[src/rtl/cpu_arch_pkg.sv]
// TinyCPU architectural constants: instruction type codes, field positions and reset values.
// Shared by the front end and its register file.
package cpu_arch_pkg;

  localparam logic [4:0] T_NOP   = 5'd0;
  localparam logic [4:0] T_HALT  = 5'd1;
  localparam logic [4:0] T_LOADI = 5'd2;
  localparam logic [4:0] T_LOAD  = 5'd3;
  localparam logic [4:0] T_STORE = 5'd4;
  localparam logic [4:0] T_JUMP  = 5'd5;
  localparam logic [4:0] T_ADD   = 5'd6;
  localparam logic [4:0] T_SUB   = 5'd7;
  localparam logic [4:0] T_AND   = 5'd8;
  localparam logic [4:0] T_OR    = 5'd9;
  localparam logic [4:0] T_XOR   = 5'd10;
  localparam logic [4:0] T_SLL   = 5'd11;

  localparam int TYPE_LSB = 27;
  localparam int A_LSB    = 22;
  localparam int B_LSB    = 17;
  localparam int D_LSB    = 12;
  localparam int IMM_W    = 22;

  localparam logic [31:0] NOP_WORD     = 32'd0;
  localparam logic [31:0] RESET_PC_DEF = 32'd0;

  function automatic logic [4:0] f_type(input logic [31:0] instr);
    return instr[TYPE_LSB +: 5];
  endfunction

  function automatic logic [4:0] f_ra(input logic [31:0] instr);
    return instr[A_LSB +: 5];
  endfunction

  function automatic logic [4:0] f_rb(input logic [31:0] instr);
    return instr[B_LSB +: 5];
  endfunction

endpackage

[src/rtl/cpu_regfile.sv]
// 32x32 register file: two asynchronous read ports, one synchronous write port.
// A read of the register being written this cycle returns the incoming write data.
module cpu_regfile
  import cpu_arch_pkg::*;
#(
  parameter int NREGS = 32
) (
  input  logic        clk,
  input  logic        rst,
  input  logic        i_we,
  input  logic [4:0]  i_waddr,
  input  logic [31:0] i_wdata,
  input  logic [4:0]  i_raddr_a,
  input  logic [4:0]  i_raddr_b,
  output logic [31:0] o_rdata_a,
  output logic [31:0] o_rdata_b
);

  logic [31:0] r_mem [NREGS];

  always_ff @(posedge clk or negedge rst) begin
    if (!rst) begin
      for (int i = 0; i < NREGS; i++) r_mem[i] <= '0;
    end else if (i_we) begin
      r_mem[i_waddr] <= i_wdata;
    end
  end

  assign o_rdata_a = (i_we && (i_waddr == i_raddr_a)) ? i_wdata : r_mem[i_raddr_a];
  assign o_rdata_b = (i_we && (i_waddr == i_raddr_b)) ? i_wdata : r_mem[i_raddr_b];

endmodule

[src/rtl/cpu_front_fde.sv]
// TinyCPU fetch/decode/execute front end: PC, issue, decode with register file, execute ALU.
// Optional CPU_DEBUG_PROBES_EN adds pc_dbg/instr_type_dbg outputs and a per-cycle trace.
module cpu_front_fde
  import cpu_arch_pkg::*;
#(
  parameter logic [31:0] RESET_PC = RESET_PC_DEF,
  parameter int          NREGS    = 32
) (
  input  logic        clk,
  input  logic        rst,
  input  logic        stall,
  input  logic [31:0] imem_rdata,
  input  logic        wb_en,
  input  logic [4:0]  wb_reg,
  input  logic [31:0] wb_data,
  output logic [31:0] pc,
  output logic [31:0] issue_instr,
  output logic [31:0] decode_ireg,
  output logic [31:0] exe_ireg,
  output logic [31:0] alu_result,
  output logic [31:0] op_a_exe,
  output logic [31:0] op_b_exe,
  output logic        squash
`ifdef CPU_DEBUG_PROBES_EN
  ,
  output logic [31:0] pc_dbg,
  output logic [4:0]  instr_type_dbg
`endif
);

  logic [31:0] r_pc;
  logic [31:0] r_dec_ireg;
  logic [31:0] r_op_a_dec;
  logic [31:0] r_op_b_dec;
  logic [31:0] r_exe_ireg;
  logic [31:0] r_op_a_exe;
  logic [31:0] r_op_b_exe;
  logic [31:0] r_alu;

  logic [31:0] w_rd_a;
  logic [31:0] w_rd_b;
  logic [31:0] w_pc_nxt;
  logic [31:0] w_alu_nxt;
  logic        w_squash;
  logic        w_issue_halt;

  assign issue_instr  = imem_rdata;
  assign w_issue_halt = (f_type(imem_rdata) == T_HALT);
  assign w_squash     = (f_type(r_dec_ireg) == T_JUMP) && (r_op_a_dec != 32'd0);

  cpu_regfile #(
    .NREGS (NREGS)
  ) u_regfile (
    .clk       (clk),
    .rst       (rst),
    .i_we      (wb_en),
    .i_waddr   (wb_reg),
    .i_wdata   (wb_data),
    .i_raddr_a (f_ra(imem_rdata)),
    .i_raddr_b (f_rb(imem_rdata)),
    .o_rdata_a (w_rd_a),
    .o_rdata_b (w_rd_b)
  );

  // A taken jump overrides stall and HALT: the jump target must win.
  always_comb begin
    w_pc_nxt = r_pc + 32'd1;
    if (w_squash)          w_pc_nxt = r_op_b_dec;
    else if (stall)        w_pc_nxt = r_pc;
    else if (w_issue_halt) w_pc_nxt = r_pc;
  end

  always_comb begin
    w_alu_nxt = 32'd0;
    case (f_type(r_dec_ireg))
      T_ADD:   w_alu_nxt = r_op_a_dec + r_op_b_dec;
      T_SUB:   w_alu_nxt = r_op_a_dec - r_op_b_dec;
      T_AND:   w_alu_nxt = r_op_a_dec & r_op_b_dec;
      T_OR:    w_alu_nxt = r_op_a_dec | r_op_b_dec;
      T_XOR:   w_alu_nxt = r_op_a_dec ^ r_op_b_dec;
      T_SLL:   w_alu_nxt = r_op_a_dec << r_op_b_dec[4:0];
      T_LOADI: w_alu_nxt = {{(32 - IMM_W){1'b0}}, r_dec_ireg[IMM_W-1:0]};
      default: w_alu_nxt = 32'd0;
    endcase
  end

  always_ff @(posedge clk or negedge rst) begin
    if (!rst) begin
      r_pc       <= RESET_PC;
      r_dec_ireg <= NOP_WORD;
      r_op_a_dec <= '0;
      r_op_b_dec <= '0;
      r_exe_ireg <= NOP_WORD;
      r_op_a_exe <= '0;
      r_op_b_exe <= '0;
      r_alu      <= '0;
    end else begin
      r_pc       <= w_pc_nxt;
      r_dec_ireg <= (w_squash || stall) ? NOP_WORD : imem_rdata;
      r_op_a_dec <= w_rd_a;
      r_op_b_dec <= w_rd_b;
      r_exe_ireg <= r_dec_ireg;
      r_op_a_exe <= r_op_a_dec;
      r_op_b_exe <= r_op_b_dec;
      r_alu      <= w_alu_nxt;
    end
  end

  assign pc          = r_pc;
  assign decode_ireg = r_dec_ireg;
  assign exe_ireg    = r_exe_ireg;
  assign alu_result  = r_alu;
  assign op_a_exe    = r_op_a_exe;
  assign op_b_exe    = r_op_b_exe;
  assign squash      = w_squash;

`ifdef CPU_DEBUG_PROBES_EN
  assign pc_dbg         = r_pc;
  assign instr_type_dbg = f_type(imem_rdata);

  always_ff @(posedge clk) begin
    if (rst) begin
      $display("[fde] pc=%08h issue=%08h dec=%08h exe=%08h stall=%0b squash=%0b",
               r_pc, imem_rdata, r_dec_ireg, r_exe_ireg, stall, w_squash);
    end
  end
`else
  // Probe ports and trace are compiled out.
`endif

endmodule

[config.mk]
export PLATFORM = sky130hd
export DESIGN_NAME = cpu_front_fde
export DESIGN_NICKNAME = d
export VERILOG_FILES = /design/src/rtl/cpu_arch_pkg.sv /design/src/rtl/cpu_regfile.sv /design/src/rtl/cpu_front_fde.sv
export SDC_FILE = /design/constraint.sdc
export NUM_CORES = 2
export LEC_CHECK = 0
export CAP_MARGIN = 15
export CORE_UTILIZATION = 35
export DETAILED_ROUTE_END_ITERATION = 16
export GPL_TIMING_DRIVEN = 0
export HOLD_SLACK_MARGIN = 0.02
export SLEW_MARGIN = 40
export SYNTH_ARGS = -nofsm -noshare
export SYNTH_HDL_FRONTEND = slang
export SYNTH_SLANG_ARGS = --single-unit
[constraint.sdc]
create_clock -name clk -period 9.6 [get_ports clk]
set_input_delay 1.92 -clock clk [delete_from_list [all_inputs] [get_ports clk]]
set_output_delay 1.92 -clock clk [all_outputs]
set_load 0.05 [all_outputs]
-- Yosys cells after proc, flatten, opt, wreduce, memory -nomap -nowiden
Index checks and enable logic that the tools add are counted.
- $add $sub $neg: 3
- order comparisons: 4
- equal/unequal tests: 13
- shift-type cells: 1
- mux-type cells: 16
- bitwise gates (word level): 6
- reductions and logical operators: 7
- operators by type and width (operator ; count):
    $bwmux W1024 ; 1
    $mux W32 ; 11
    $bmux W32 S5 ; 2
    $pmux W32 S7 ; 1
    $demux W32 S5 ; 1
    $add A32 B1 Y32 const B ; 1
    $add A32 B32 Y32 ; 1
    $and A32 B32 Y32 ; 1
    $or A32 B32 Y32 ; 1
    $reduce_bool A32 Y1 ; 1
    $shl A32 B5 Y32 ; 1
    $sub A32 B32 Y32 ; 1
    $xor A32 B32 Y32 ; 1
    $eq A5 B4 Y1 const B ; 4
    $ge A6 B6 Y1 const B ; 3
    $not A5 Y6 ; 3
    $eq A5 B3 Y1 const B ; 3
    $eq A5 B5 Y1 ; 2
    $lt A6 B1 Y1 const B ; 1
    $eq A5 B1 Y1 const B ; 1
    $eq A5 B2 Y1 const B ; 1
    $logic_and A1 B1 Y1 ; 4
    $ne A2 B1 Y1 const B ; 1
    $ne A2 B2 Y1 const B ; 1
    other kinds (2) ; 2
- register bits after elaboration: 1280
- bits of input ports: 73
- output and inout bits: 225
- logic and storage cells: 90

-- Longest topological paths before layout
- word-level depth: 6
- mapped depth: 19
- mapped depth without buffers: 16

-- Modules after synthesis
From an unflattened synthesis, not the netlist that was laid out.
- cells, all modules: 5415
- area total of the unflattened synthesis: 69867.0 um^2
- modules (own cells, without submodules) (module ; instances ; cells each ; area an instance (um^2) ; seq. area each (um^2)):
    cpu_regfile ; 1 ; 4062 ; 55971.2 ; 25624.6
    cpu_front_fde ; 1 ; 1353 ; 13895.8 ; 6406.1

-- Least setup slack after synthesis
Ideal clock, no wire load.
- kind: input port to flip-flop
- from: input port imem_rdata[17]
- to: register r_op_b_dec[2]
- setup time: 0.134 ns
- arrival: 4.346 ns
- required time: 9.466 ns
- setup slack: 5.120 ns
- cell stages on the path: 7
- path buffers: 3
- path through: clkbuf_1 > buf_1 > buf_1 > mux4_2 > mux4_2 > mux2i_1 > o21ai_0
- word-level cells in the longest chain between the ends: 5
- elaborated cells between the ends (all ways): 7
- those cells by class: eq/ne (1); mux (4); bitwise (1); reduce/logical (1)
- RTL lines (what ; line ; text):
    start: declaration ; cpu_front_fde.sv:12 ; input logic [31:0] imem_rdata,
    $not A5 Y6 (not written as such) ; cpu_regfile.sv:30 ; assign o_rdata_b = (i_we && (i_waddr == i_raddr_b)) ? i_wdata : r_mem[i_raddr_b];
    $bmux W32 S5 ; cpu_regfile.sv:30 ;
    $mux W32 (not written as such) (2 in series) ; cpu_regfile.sv:30 ;
    $mux W32 (*) ; cpu_regfile.sv:30 ;
    named net u_regfile.o_rdata_b[2] ; cpu_regfile.sv:16 ; output logic [31:0] o_rdata_b
    end signal: assignment ; cpu_front_fde.sv:101 ; r_op_b_dec <= w_rd_b;
    end: declaration ; cpu_front_fde.sv:34 ; logic [31:0] r_op_b_dec;
The timed path passes the listed nets; every way through them passes the cells marked *. The select of a mux whose other input is x is not followed.
A chain may end at the register's enable or synchronous reset.

-- Worst setup path in the final report
- from: register r_op_b_dec[1]
- to: register r_alu[28], in the netlist alu_result[28]
- word-level cells in the longest chain between the ends: 2
- elaborated cells between the ends (all ways): 4
- those cells by class: add/sub (2); shift (1); mux (1)
- RTL lines (what ; line ; text):
    $sub A32 B32 Y32 (tied with other cells) ; cpu_front_fde.sv:77 ; T_SUB: w_alu_nxt = r_op_a_dec - r_op_b_dec;
    $pmux W32 S7 (*) ; cpu_front_fde.sv:75 ; case (f_type(r_dec_ireg))
    named net w_alu_nxt[28] ; cpu_front_fde.sv:43 ; logic [31:0] w_alu_nxt;
    end signal: assignment ; cpu_front_fde.sv:105 ; r_alu <= w_alu_nxt;
    end: declaration ; cpu_front_fde.sv:38 ; logic [31:0] r_alu;
The timed path passes the listed nets; every way through them passes the cells marked *.

==> out/metrics.cfg <==
[status]
status = complete, no violations

[flow_run]
cap_violations = 0

[grt]
track_usage = 0.2460
grt_pass1_vias = 47202
antenna_found_initial = 20
grt_pass1_wl_mm = 347.6
grt.overflow.total = 0
grt_max_degree = 117

[die]
rows = 161
die_area_sq_um = 196600
initial_utilization = 0.3533
die_h_microns = 443.4
ios = 298
core_sq_um = 193000
die_w_microns = 443.4

[finish]
fillers = 17750
syn_to_final_growth_pct = 17.32
drive_gt1_frac = 0.4253
nets = 5275

[synthesis]
syn_inst = 4647
ys_ff_latch = 1280
synth_most_common_cell = dfrtp_1
synthTopCellsByCount = dfrtp_1, mux2_2, mux4_2, clkbuf_1, nand2_1
syn_nets = 4819
synthFlopType = dfrtp_1
seq_area_frac_synth = 0.4698
synth_async_sr_flop_share = 1.000
yosys_warnings = 0
synthTopCellsByArea = dfrtp_1, mux4_2, mux2_2
mappedNetlistArea_sq_um = 68180
synth_top_area_frac = 0.4698
synth.distinct_cells = 67
avgSynthCellArea_sq_um = 14.67
synth_area_leader_cell = dfrtp_1
synth_edf_count = 0

[worst_setup_path]
crit_chain = clkbuf_1 -> buf_1 -> clkbuf_1 -> inv_1 -> ha_1 -> nand3_1 -> o31ai_1 -> xnor2_1 -> ha_1 -> a21oi_1 -> o21ai_0 -> a221o_1 -> nor3_1 -> o21a_1 -> o21ai_0 -> nand3_1 -> mux2_2 -> o21ai_0
reg2reg_slack_ps = 2970
cp_max_fo = 10
regToRegEndpoint = alu_result[28]
path_class = flip-flop to flip-flop
slowest_delay_ps = 690
crit_top_cell = o21ai_0
crit_required_ps = 10220
crit_slowest_cell = nor3_1
startpoint_type = flip-flop
cp-end-kind = flip-flop
critPathArrivalTime_ps = 7250
rr_worst_depth = 18
reg2reg_from = r_op_b_dec[1]

[worst_hold_path]
hold_path_depth = 0
min_to = exe_ireg[22]
hp-start = decode_ireg[22]
hp-class = flip-flop to flip-flop

[cts]
holdBufCountCts = 0
path_clk_slew_ps = 70
cts_buffers = 147
cts_sinks = 1280
cts_root_buf = clkbuf_16
cts_tree = built
cts_setup_buffers = 0
cts_max_path_buffers = 3
h-tree-depth = 4
cts-resized-gates = 0
clock_latency_ps = 790

[routing]
met3_length_mm = 20.51
firstDrtPassIters = 6
via_per_inst = 5.945
wl_per_cell_microns = 31.27
ant_nets = 0
drtIter0Drc = 4487
routedLengthMet1_mm = 99.08
postRouteWirelength_mm = 242.5
wl_met2_mm = 111.7
via_count = 46101
routed.top_layer = met5
drc = 0

[power_and_ir_drop]
leakage_nw = 33.97
max-vdd-ir-drop_uv = 204.0
powerDensity_nw_per_um2 = 234.7

[timing]
final_hold_viol_count = 0
finalCriticalPeriod_ps = 6632
rsz0062_at_grt = no
max_freq_mhz = 150.8
whs_ps = 374.3
finalSetupViolCount = 0
worst_pin_slew_ps = 981.2
relSlewSlack = 0.3459
fin_worst_skew_ps = 51.38
tns_ps = 0
finalCritPeriodShare = 0.6909
final_max_slew_viol_count = 0

[place]
dpl.hpwl_mm = 175.7
io_buffers = 286
routabilityCongestion = 0.9737

## critical path: cells and delay by family, from the launching register on
family,cells,cell delay [ps]
compound gates,7,1990
xor+xnor,1,160
fa+ha+maj,2,520
buf+inv,4,1730
flops,1,500
mux,1,350
simple gates,3,1220
## sequential cells by signal, indices dropped and copies added (netlist names)
register / cells
r_op_b_dec: 32
pc: 32
op_a_exe: 32
r_op_a_dec: 32
u_regfile.r_mem: 1024
op_b_exe: 32
exe_ireg: 32
alu_result: 32
decode_ireg: 32
## how the worst max path moves through the flow
stage | start | to | slack [ps]
2_1_floorplan | imem_rdata[17] | r_op_b_dec[2] | 5120
3_3_place_gp | rst | u_regfile.r_mem[210] | -51920
3_5_place_dp | r_op_b_dec[1] | alu_result[28] | 3230
4_1_cts | r_op_b_dec[1] | alu_result[28] | 3110
5_1_grt | r_op_b_dec[1] | alu_result[28] | 2730
6_report | r_op_b_dec[1] | alu_result[28] | 2970
## routing by layer
layer | vias to the layer above | GRT usage
met2 | 2159 | 0.3815
li1 | 18590 | -
met1 | 24789 | 0.3276
met4 | 12 | 0.1055
met5 | - | 0
met3 | 551 | 0.06122
## final cells by class
class | count | area [sq um] | area share
multi-input cells | 2828 | 34010 | 0.4251
flip-flops and latches | 1280 | 32030 | 0.4004
clock buffers | 218 | 4441 | 0.05551
repair buffers | 307 | 3418 | 0.04273
well taps | 2526 | 3161 | 0.03951
plain buffers | 457 | 2121 | 0.02651
clock inverters | 45 | 475.5 | 0.005944
inverters | 82 | 307.8 | 0.003848
diodes | 12 | 30.03 | 0.0003754
## layout by cell type, fill, tap and decap left out, types with 15 or more instances in the layout
master,netlist,routed
a21o_1,17,17
a21oi_1,76,76
and2_1,36,36
and3_1,15,15
buf_1,120,18
buf_16,0,20
buf_2,1,98
buf_4,32,34
clkbuf_1,301,217
clkbuf_16,0,151
clkbuf_2,0,115
clkbuf_8,0,41
clkdlybuf4s50_1,0,285
clkinv_2,0,23
dfrtp_1,1280,1280
ha_1,98,98
inv_1,81,81
mux2_2,1033,1033
mux2i_1,103,103
mux4_2,658,658
nand2_1,214,214
nand3_1,33,33
nor2_1,95,88
nor3_1,15,15
nor4_1,15,15
o21ai_0,151,135
o21ai_1,0,16
xnor2_1,50,50
xor2_1,38,38
## power by group
| part | switching [mW] | leakage [nW] | total (mW) | internal [mW] |
|---|---|---|---|---|
| combinational | 2.92 | 15.1 | 5.53 | 2.61 |
| clock | 2.37 | 2.43 | 5.71 | 3.34 |
| sequential | 1.05 | 16.4 | 7.53 | 6.48 |
## stage by stage
step	area (sq um)	cells	power (mW)	setup slack (ps)	util
2_1_floorplan	68180	4647	10.95	5120	-
3_3_place_gp	74200	7459	12.94	-51920	0.3845
3_5_place_dp	75010	7479	13.06	3231	0.3887
4_1_cts	79930	7742	18.79	3114	0.4142
5_1_grt	79980	7750	19.50	2727	0.4144
6_report	79990	7755	18.77	2968	0.4145
## logic make-up (layout without fill, tap and decap cells)
logic type | Yosys count | in the layout | share of synthesized area
AO/OA/AOI/OAI | 363 | 363 | 0.03266
XOR/XNOR | 89 | 89 | 0.01154
adder cells (fa/ha/maj) | 99 | 99 | 0.01828
buffers and inverters | 539 | 1109 | 0.03173
flip-flops | 1280 | 1280 | 0.4698
multiplexers | 1794 | 1794 | 0.4031
other | 0 | 12 | 0
AND/OR/NAND/NOR | 483 | 483 | 0.03292
(Power assumes the default switching activity.)
